===== config.mk =====
export PLATFORM = sky130hd
export DESIGN_NAME = param_seq_divider
export DESIGN_NICKNAME = d
export VERILOG_FILES = /design/src/rtl/param_seq_divider_pkg.sv /design/src/rtl/param_seq_divider_div_step.sv /design/src/rtl/param_seq_divider.sv
export SDC_FILE = /design/constraint.sdc
export NUM_CORES = 1
export LEC_CHECK = 0
export CAP_MARGIN = 10
export CORE_MARGIN = 3
export CORE_UTILIZATION = 45
export DETAILED_ROUTE_END_ITERATION = 6
export GPL_ROUTABILITY_DRIVEN = 1
export HOLD_SLACK_MARGIN = 0.05
export MAX_ROUTING_LAYER = met4
export PLACE_DENSITY = 0.79
export SYNTH_ARGS = -nofsm -noshare
export SYNTH_HDL_FRONTEND = slang
export SYNTH_HIERARCHICAL = 1
export SYNTH_SLANG_ARGS = --single-unit

===== constraint.sdc =====
create_clock -name clk -period 2.3 [get_ports clk]
set_clock_uncertainty 0.1 [all_clocks]
set_input_delay 0.46 -clock clk [delete_from_list [all_inputs] [get_ports clk]]
set_output_delay 0.46 -clock clk [all_outputs]
set_load 0.01 [all_outputs]

===== src/rtl/param_seq_divider_pkg.sv =====
// param_seq_divider_pkg: shared FSM state encoding for the sequential divider.
package param_seq_divider_pkg;

    typedef enum logic [1:0] {
        IDLE = 2'd0,
        CALC = 2'd1,
        FIX  = 2'd2,
        DONE = 2'd3
    } state_e;

endpackage


===== src/rtl/param_seq_divider_div_step.sv =====
// param_seq_divider_div_step: one shift-subtract-restore iteration of the divider.
module param_seq_divider_div_step #(
    parameter int WIDTH = 8
) (
    input  logic [WIDTH:0]   acc_i,
    input  logic [WIDTH-1:0] den_i,
    input  logic             bit_i,
    output logic [WIDTH:0]   acc_o,
    output logic             q_o
);

    logic [WIDTH+1:0] shifted;
    logic [WIDTH+1:0] diff;

    assign shifted = {acc_i, bit_i};
    assign diff    = shifted - {2'b00, den_i};
    assign q_o     = ~diff[WIDTH+1];
    assign acc_o   = q_o ? diff[WIDTH:0] : shifted[WIDTH:0];

endmodule


===== src/rtl/param_seq_divider.sv =====
// param_seq_divider: multi-cycle radix-2 restoring divider, signed/unsigned per operation.
// Magnitudes are divided; signs, divide-by-zero and min/-1 overflow are applied in FIX.
module param_seq_divider
    import param_seq_divider_pkg::*;
#(
    parameter int WIDTH = 8,
    parameter int CNT_W = 4
) (
    input  logic             clk,
    input  logic             rst,
    input  logic             start,
    input  logic             signed_op,
    input  logic [WIDTH-1:0] num,
    input  logic [WIDTH-1:0] den,
    output logic [WIDTH-1:0] res,
    output logic [WIDTH-1:0] rem,
    output logic             done,
    output logic             busy,
    output logic             div_zero,
    output logic             ovf
);

    localparam logic [WIDTH-1:0] MIN_VAL = {1'b1, {(WIDTH-1){1'b0}}};

    state_e           state_q;
    logic [CNT_W-1:0] cnt_q;
    logic [WIDTH:0]   acc_q, acc_d;
    logic [WIDTH-1:0] quo_q, dvs_q, num_q;
    logic             qneg_q, rneg_q, zero_q, ovf_pend_q;
    logic [WIDTH-1:0] res_q, rem_q;
    logic             done_q, busy_q, div_zero_q, ovf_q;
    logic             q_d, accept_d;
    logic [WIDTH-1:0] num_abs_d, den_abs_d, res_mag_d, rem_mag_d;

    param_seq_divider_div_step #(.WIDTH(WIDTH)) u_step (
        .acc_i (acc_q),
        .den_i (dvs_q),
        .bit_i (quo_q[WIDTH-1]),
        .acc_o (acc_d),
        .q_o   (q_d)
    );

    // done_q gates acceptance so the cycle presenting done behaves as the DONE cycle
    assign accept_d  = start && !done_q;
    assign num_abs_d = (signed_op && num[WIDTH-1]) ? ~num + WIDTH'(1) : num;
    assign den_abs_d = (signed_op && den[WIDTH-1]) ? ~den + WIDTH'(1) : den;
    assign res_mag_d = qneg_q ? ~quo_q + WIDTH'(1) : quo_q;
    assign rem_mag_d = rneg_q ? ~acc_q[WIDTH-1:0] + WIDTH'(1) : acc_q[WIDTH-1:0];

    always_ff @(posedge clk) begin
        if (!rst) begin
            state_q    <= IDLE;
            cnt_q      <= '0;
            acc_q      <= '0;
            quo_q      <= '0;
            dvs_q      <= '0;
            num_q      <= '0;
            qneg_q     <= 1'b0;
            rneg_q     <= 1'b0;
            zero_q     <= 1'b0;
            ovf_pend_q <= 1'b0;
            res_q      <= '0;
            rem_q      <= '0;
            done_q     <= 1'b0;
            busy_q     <= 1'b0;
            div_zero_q <= 1'b0;
            ovf_q      <= 1'b0;
        end else begin
            done_q <= (state_q == DONE);
            case (state_q)
                IDLE: begin
                    busy_q <= accept_d;
                    if (accept_d) begin
                        state_q    <= CALC;
                        cnt_q      <= '0;
                        acc_q      <= '0;
                        quo_q      <= num_abs_d;
                        dvs_q      <= den_abs_d;
                        num_q      <= num;
                        qneg_q     <= signed_op && (num[WIDTH-1] ^ den[WIDTH-1]);
                        rneg_q     <= signed_op && num[WIDTH-1];
                        zero_q     <= (den == '0);
                        ovf_pend_q <= signed_op && (num == MIN_VAL) && (den == '1);
                    end
                end
                CALC: begin
                    acc_q   <= acc_d;
                    quo_q   <= {quo_q[WIDTH-2:0], q_d};
                    cnt_q   <= cnt_q + CNT_W'(1);
                    state_q <= (cnt_q == CNT_W'(WIDTH-1)) ? FIX : CALC;
                end
                FIX: begin
                    res_q      <= zero_q ? '1 : ovf_pend_q ? MIN_VAL : res_mag_d;
                    rem_q      <= zero_q ? num_q : ovf_pend_q ? '0 : rem_mag_d;
                    div_zero_q <= zero_q;
                    ovf_q      <= ovf_pend_q && !zero_q;
                    state_q    <= DONE;
                end
                default: state_q <= IDLE;
            endcase
        end
    end

    assign res      = res_q;
    assign rem      = rem_q;
    assign done     = done_q;
    assign busy     = busy_q;
    assign div_zero = div_zero_q;
    assign ovf      = ovf_q;

endmodule


==> metrics.yaml, run 1 <==
clk_pin_slew_ns: 0.08
fin_area_um2: 4570
critPathKind: "flip-flop to flip-flop"
io_buffers: 39
cp-end-kind: "flip-flop"
synth.avg_cell_area_um2: 7.91
synth_compound_area_share_pct: 21.8
syn_nets: 490
r2r_start: "acc_q[0]"
area_delta_synth_final_pct: 26.9
synth_top_family_by_area: "simple AND/OR/NAND/NOR gates"
viasPerCell: 5.75
hold_viol: 0
relSlewSlack_pct: 64.5
ys_top_cells_by_area: "dfxtp_1 35%, a21oi_1 7.4%, nand2_1 6.4%, ha_1 4.9%, xnor2_1 3.9%"
startpoint_type: "flip-flop"
r2r_cells: 10
synth_flop_cell: "dfxtp_1"
clockBufferDepth: 2
leakagePower_nw: 1.78
finalWirelength_mm: 9.52
worstHoldEndpoint: "num_q[5]"
synth_top_cell_area_share_pct: 35.0
hp-class: "flip-flop to flip-flop"
pre_cts_ws_ns: -0.0563
start_util_pct: 48.1
drtAntennaViolNets: 0
synth_edf_count: 0
diodes: 0
cts_buffers: 9
seq_area_frac_synth_pct: 35.0
dpl_cell_area_um2: 4270
max_freq_ghz: 0.454
setup_viol: 0
fin_crit_sh_pct: 95.7
grt_pass1_wl_mm: 15.2
hold_depth: 2
num_io_pins: 40
die_y_um: 95.4
fin_crit_ns: 2.20
arrival_ns: 2.32
ys_ff_latch: 63
critical_path_required_ns: 2.42
setup_slack_ns: 0.0990
cts_tree: "yes"
wire_per_inst_um: 15.5
detailed_place_hpwl_mm: 6.85
drcViolationCount: 0
vias: 3541
cts_setup_buffers: 0
drtIter0Drc: 264
cap_violations: 0
synthMuxAreaShare_pct: 3.79
grt-ovfl-total: 0
status: "complete, no violations"
antenna_found_initial: 0
async_flop_share_pct: 0
p_per_area_nw_per_um2: 736
gp_congestion: 0.936
netlist_area_um2: 3600
worstPathMaxFanout: 3
dieArea_um2: 9110
nNetsFinal: 547
r2r_slack_ns: 0.1
nFillCells: 657
drt_first_pass_iters: 5
fp.coreArea_um2: 7490
slew_viol_final: 0
reg2reg_to: "acc_q[8]"
clock-root-buffer: "clkbuf_8"
grt_start_max_net_pins: 45
synthXorXnorAreaFrac_pct: 5.60
worstMarginPinSlew_ns: 0.532
cts_hold_buf: 0
std_cell_rows: 31
grt_pass1_vias: 3189
h-tree-depth: 3
vdd_drop_max_uv: 419
die_w_um: 95.4
synthSimpleGateAreaFrac_pct: 22.5
hold_start: "num_q[5]"
power_mw: 3.36
yosysMostFrequentCell: "dfxtp_1"
yosysWarnings: 6
layout-drive-gt1-share_pct: 15.7
synth_top_area_cell: "dfxtp_1"
yosysUniqueCellTypes: 60
synth_fa_ha_area_share_pct: 5.42
synth_cells: 455
globalRouteTotalUtil_pct: 22.1
clock_sinks: 63
clock_latency_ns: 0.35
synthTopCellsByCount: "63 x dfxtp_1, 61 x nand2_1, 53 x a21oi_1, 33 x nor2_1, 23 x nand3_1"
## cells in the final DEF, fill, tap and decap left out, drive strengths merged, types with 5 or more instances in the layout
cell type / instances
mux2i: 5
a31oi: 7
xor2: 7
nor3: 9
nand2b: 6
o21ai: 19
clkbuf: 9
nand4: 5
a211oi: 6
xnor2: 16
nor2: 34
buf: 35
nand2: 62
nor2b: 5
o22ai: 8
mux2: 6
inv: 24
and3: 8
a21oi: 54
dfxtp: 63
ha: 14
nand3: 23
clkdlybuf4s50: 39
## registers in the layout, summed over array words and instances (netlist names), 2 cells and up
name,cells
cnt_q,4
quo_q,8
rem,8
num_q,8
state_q,2
dvs_q,8
res,8
acc_q,9
## cell type report
| class | count | area (um2) | area share [%] |
|---|---|---|---|
| sequential | 63 | 1260 | 27.6 |
| clock buffer | 9 | 124 | 2.71 |
| inverter | 24 | 90.1 | 1.97 |
| clock inverter | 7 | 72.6 | 1.59 |
| tap | 99 | 124 | 2.71 |
| multi-input combinational | 340 | 2230 | 48.8 |
| timing repair buffer | 74 | 666 | 14.6 |
## worst max-delay path by stage
stage / startpoint / to / slack [ns]
final: acc_q[0] / acc_q[8] / 0.1
after global routing: acc_q[0] / acc_q[6] / -0.02
after CTS: quo_q[7] / acc_q[8] / 0.002
after detailed placement: quo_q[7] / acc_q[8] / -0.06
after global placement: quo_q[7] / acc_q[8] / -0.006
after floorplan: quo_q[7] / acc_q[8] / 0.03
## cell families (layout without fill, tap and decap cells)
group / Yosys count / count (layout)
AND/OR/NAND/NOR: 166 / 166
AO/OA/AOI/OAI: 125 / 125
flip-flops: 63 / 63
buffers and inverters: 52 / 114
XOR/XNOR: 23 / 23
adder cells (fa/ha/maj): 15 / 15
multiplexers: 11 / 11
## power by group
group          internal (mW)  switching, mW
clock network          0.501          0.464
logic                  0.602          0.567
registers               1.15         0.0726
total                   2.26           1.10
## critical path, cell delays in order (launching register included)
cell	delay, ns
dfxtp_1	0.43
inv_1	0.12
fa_2	0.41
nand2b_4	0.17
a2111oi_4	0.30
buf_4	0.17
nor2_1	0.04
or4b_1	0.16
nand3_1	0.07
nand2_1	0.07
a21oi_2	0.05
## routing by layer
metal,part of all wire (%),routed length (um),track usage [%]
met5,0,0,-
met4,1.7,159,7.11
met3,7.2,689,5.37
met2,46,4360,32.7
met1,45,4320,29.7
## through the flow
stage / hold WS, ns / cells / setup TNS (ns) / util, %
final: 0.357 / 616 / 0 / 61.0
after global routing: 0.392 / 616 / -0.0350 / 61.0
after CTS: 0.357 / 616 / 0 / 59.9
after detailed placement: 0.346 / 600 / -0.234 / 57.0
after global placement: 0.345 / 600 / -0.00573 / 57.0
after floorplan: 0.332 / 455 / 0 / -
## what timing repair did
item                                    in CTS  in global routing
cloned                                       0                  0
endpoints found under the setup margin       6                  7
pin swaps                                    0                  6
hold endpoints to repair                     0                  0
resized for setup                            5                 13
(Power assumes the default switching activity.)
==> run 2: changes to the inputs <==
CORE_UTILIZATION = 36   (was 45)
HOLD_SLACK_MARGIN = default   (was 0.05)
PLACE_DENSITY = 0.67   (was 0.79)
==> run 2 against run 1 <==
  * Sequential power about the same
  * Sequential share of layout area decreased by 0.69 points
  * Clock power increased by 15%
  * Die area increased by 23%
  * First-iteration DRC count decreased by 13%
  * Core utilization decreased by 11 points
  * Worst setup slack got worse by 0.075 ns
  * Cell area increased by 2.7%
  * Critical path depth decreased by 1
  * Via count decreased by 0.96%
  * Critical path type unchanged
  * Largest power group is now combinational cells
  * Highest routed layer unchanged
==> metrics.yaml, run 2 (synthesis results as in run 1) <==
critPathKind: "flip-flop to flip-flop"
area_delta_synth_final_pct: 30.2
slew_viol_final: 0  # unchanged
cts_hold_buf: 0  # unchanged
std_cell_rows: 35  # +13%
arrival_ns: 2.38  # +0.06 ns
die_w_um: 106  # +11%
diodes: 0  # unchanged
largest_register: "acc_q"
viasPerCell: 5.38  # -6.4%
routed-wl-met3_um: 482  # -30%
num_io_pins: 40  # unchanged
clock-root-buffer: "clkbuf_8"
p_per_area_nw_per_um2: 759  # +3.1%
vias: 3507  # -0.96%
finalWirelength_mm: 9.54  # +0.18%
clockBufferDepth: 2  # unchanged
critical-path-max-stage-delay_ns: 0.42  # about the same
layout.cells.non_filler: 652  # +5.8%
r2r_start: "quo_q[7]"
dp.cells: 635  # +5.8%
status: "complete, no violations"
grt_pass1_wl_mm: 15.7  # +3.0%
drtIter0Drc: 229  # -13%
path_cells: "inv_1 -> ha_1 -> nand2b_4 -> a211oi_4 -> o21ai_4 -> a211o_4 -> mux2_4 -> nand2_1 -> a21oi_1"
relSlewSlack_pct: 61.2  # -3.3 points
setup_viol: 0  # unchanged
slowest_stage: "a211o_4"
grt_pass1_vias: 3292  # +3.2%
hold_viol: 0  # unchanged
fin_crit_ns: 2.28  # +0.0753 ns
grt_start_max_net_pins: 35  # -22%
largest_reg_flops: 9  # unchanged
leakagePower_nw: 1.83  # +2.7%
cts_tree: "yes"
hp-class: "flip-flop to flip-flop"
dieArea_um2: 11200  # +23%
wl_met2_mm: 4.22  # -3.1%
final_util_pct: 49.6  # -11 points
clock_latency_ns: 0.34  # about the same
cp-end-kind: "flip-flop"
m1WireLength_mm: 4.67  # +8.3%
fin_crit_sh_pct: 99.0  # +3.3 points
wire_per_inst_um: 14.6  # -5.4%
r2r_slack_ns: 0.02  # -0.08 ns
worstMarginPinSlew_ns: 0.581  # +0.0490 ns
hold_start: "ovf"
clock_sinks: 63  # unchanged
cap_violations: 0  # unchanged
gp_congestion: 0.878  # -6.2%
cts_buffers: 9  # unchanged
antenna_found_initial: 0  # unchanged
nNetsFinal: 553  # +1.1%
final_common_cell: "dfxtp_1"
h-tree-depth: 3  # unchanged
worstHoldEndpoint: "ovf"
drtAntennaViolNets: 0  # unchanged
io_buffers: 39  # unchanged
die_y_um: 106  # +11%
globalRouteTotalUtil_pct: 17.5  # -4.6 points
highest-signal-layer: "met4"
drt_first_pass_iters: 5  # unchanged
r2r_cells: 9  # -1
fp.coreArea_um2: 9460  # +26%
reg2reg_to: "acc_q[5]"
layout-drive-gt1-share_pct: 17.0  # +1.3 points
nFillCells: 907  # +38%
layout_common_cells: "61 x dfxtp_1, 60 x nand2_1, 50 x a21oi_1, 40 x buf_4, 39 x clkdlybuf4s50_1"
vdd_drop_max_uv: 357  # -15%
worstPathMaxFanout: 8  # +5
drcViolationCount: 0  # unchanged
hold_depth: 2  # unchanged
max_freq_ghz: 0.439  # -3.3%
grt-ovfl-total: 0  # unchanged
clk_pin_slew_ns: 0.08  # about the same
startpoint_type: "flip-flop"
critical_path_required_ns: 2.41  # about the same
detailed_place_hpwl_mm: 7.03  # +2.6%
start_util_pct: 38.1  # -10 points
-- run 2: through the flow --
step	setup WS [ns]	power (mW)	hold WS, ns	instance area [um2]	TNS [ns]
3_3_place_gp	-0.0567	2.31	0.343	4340	-0.0567
3_5_place_dp	-0.135	2.33	0.349	4340	-0.289
6_report	0.0236	3.56	0.355	4690	0
2_1_floorplan	0.0344	2.02	0.332	3600	0
4_1_cts	0.0364	3.47	0.358	4600	0
5_1_grt	-0.0371	3.74	0.386	4690	-0.158
-- run 2: worst max-delay path by stage --
stage	start	to	slack (ns)	cells past startpoint
floorplan	quo_q[7]	acc_q[8]	0.03	10
global placement	quo_q[7]	acc_q[8]	-0.06	11
detailed placement	quo_q[7]	acc_q[8]	-0.13	11
CTS	dvs_q[6]	acc_q[2]	0.04	9
global route	quo_q[7]	acc_q[5]	-0.04	9
finish	quo_q[7]	acc_q[5]	0.02	9
-- run 2: what timing repair did --
action,CTS,global route
hold endpoints to repair,0,0
endpoints found under the setup margin,6,6
pin swaps,0,6
buffers inserted,0,1
gates resized for setup,7,14
-- run 2: layout make-up --
cell class | instances | area, um2 | area share, %
clock buffer | 10 | 138 | 2.94
clock inverter | 6 | 93.8 | 2.00
inverter | 24 | 90.1 | 1.92
multi-input combinational | 340 | 2230 | 47.6
sequential | 63 | 1260 | 27.0
tap | 129 | 161 | 3.44
timing repair buffer | 80 | 711 | 15.2
-- run 2: metal layers --
layer	vias up	track usage, %
li1	1732	-
met1	1661	24.1
met2	102	26.0
met3	12	2.61
met4	0	6.38
met5	-	-
-- run 2: critical path: cells and delay by family, from the launching register on --
family          cells  cell delay, ns
buf+inv             1            0.05
fa+ha+maj           1            0.20
compound gates      4            0.91
mux                 1            0.31
simple gates        2            0.24
flops               1            0.33
-- run 2: where the power goes --
part	total (mW)	switching (mW)	internal, mW
logic	1.23	0.596	0.630
clock network	1.11	0.462	0.645
registers	1.22	0.0697	1.15
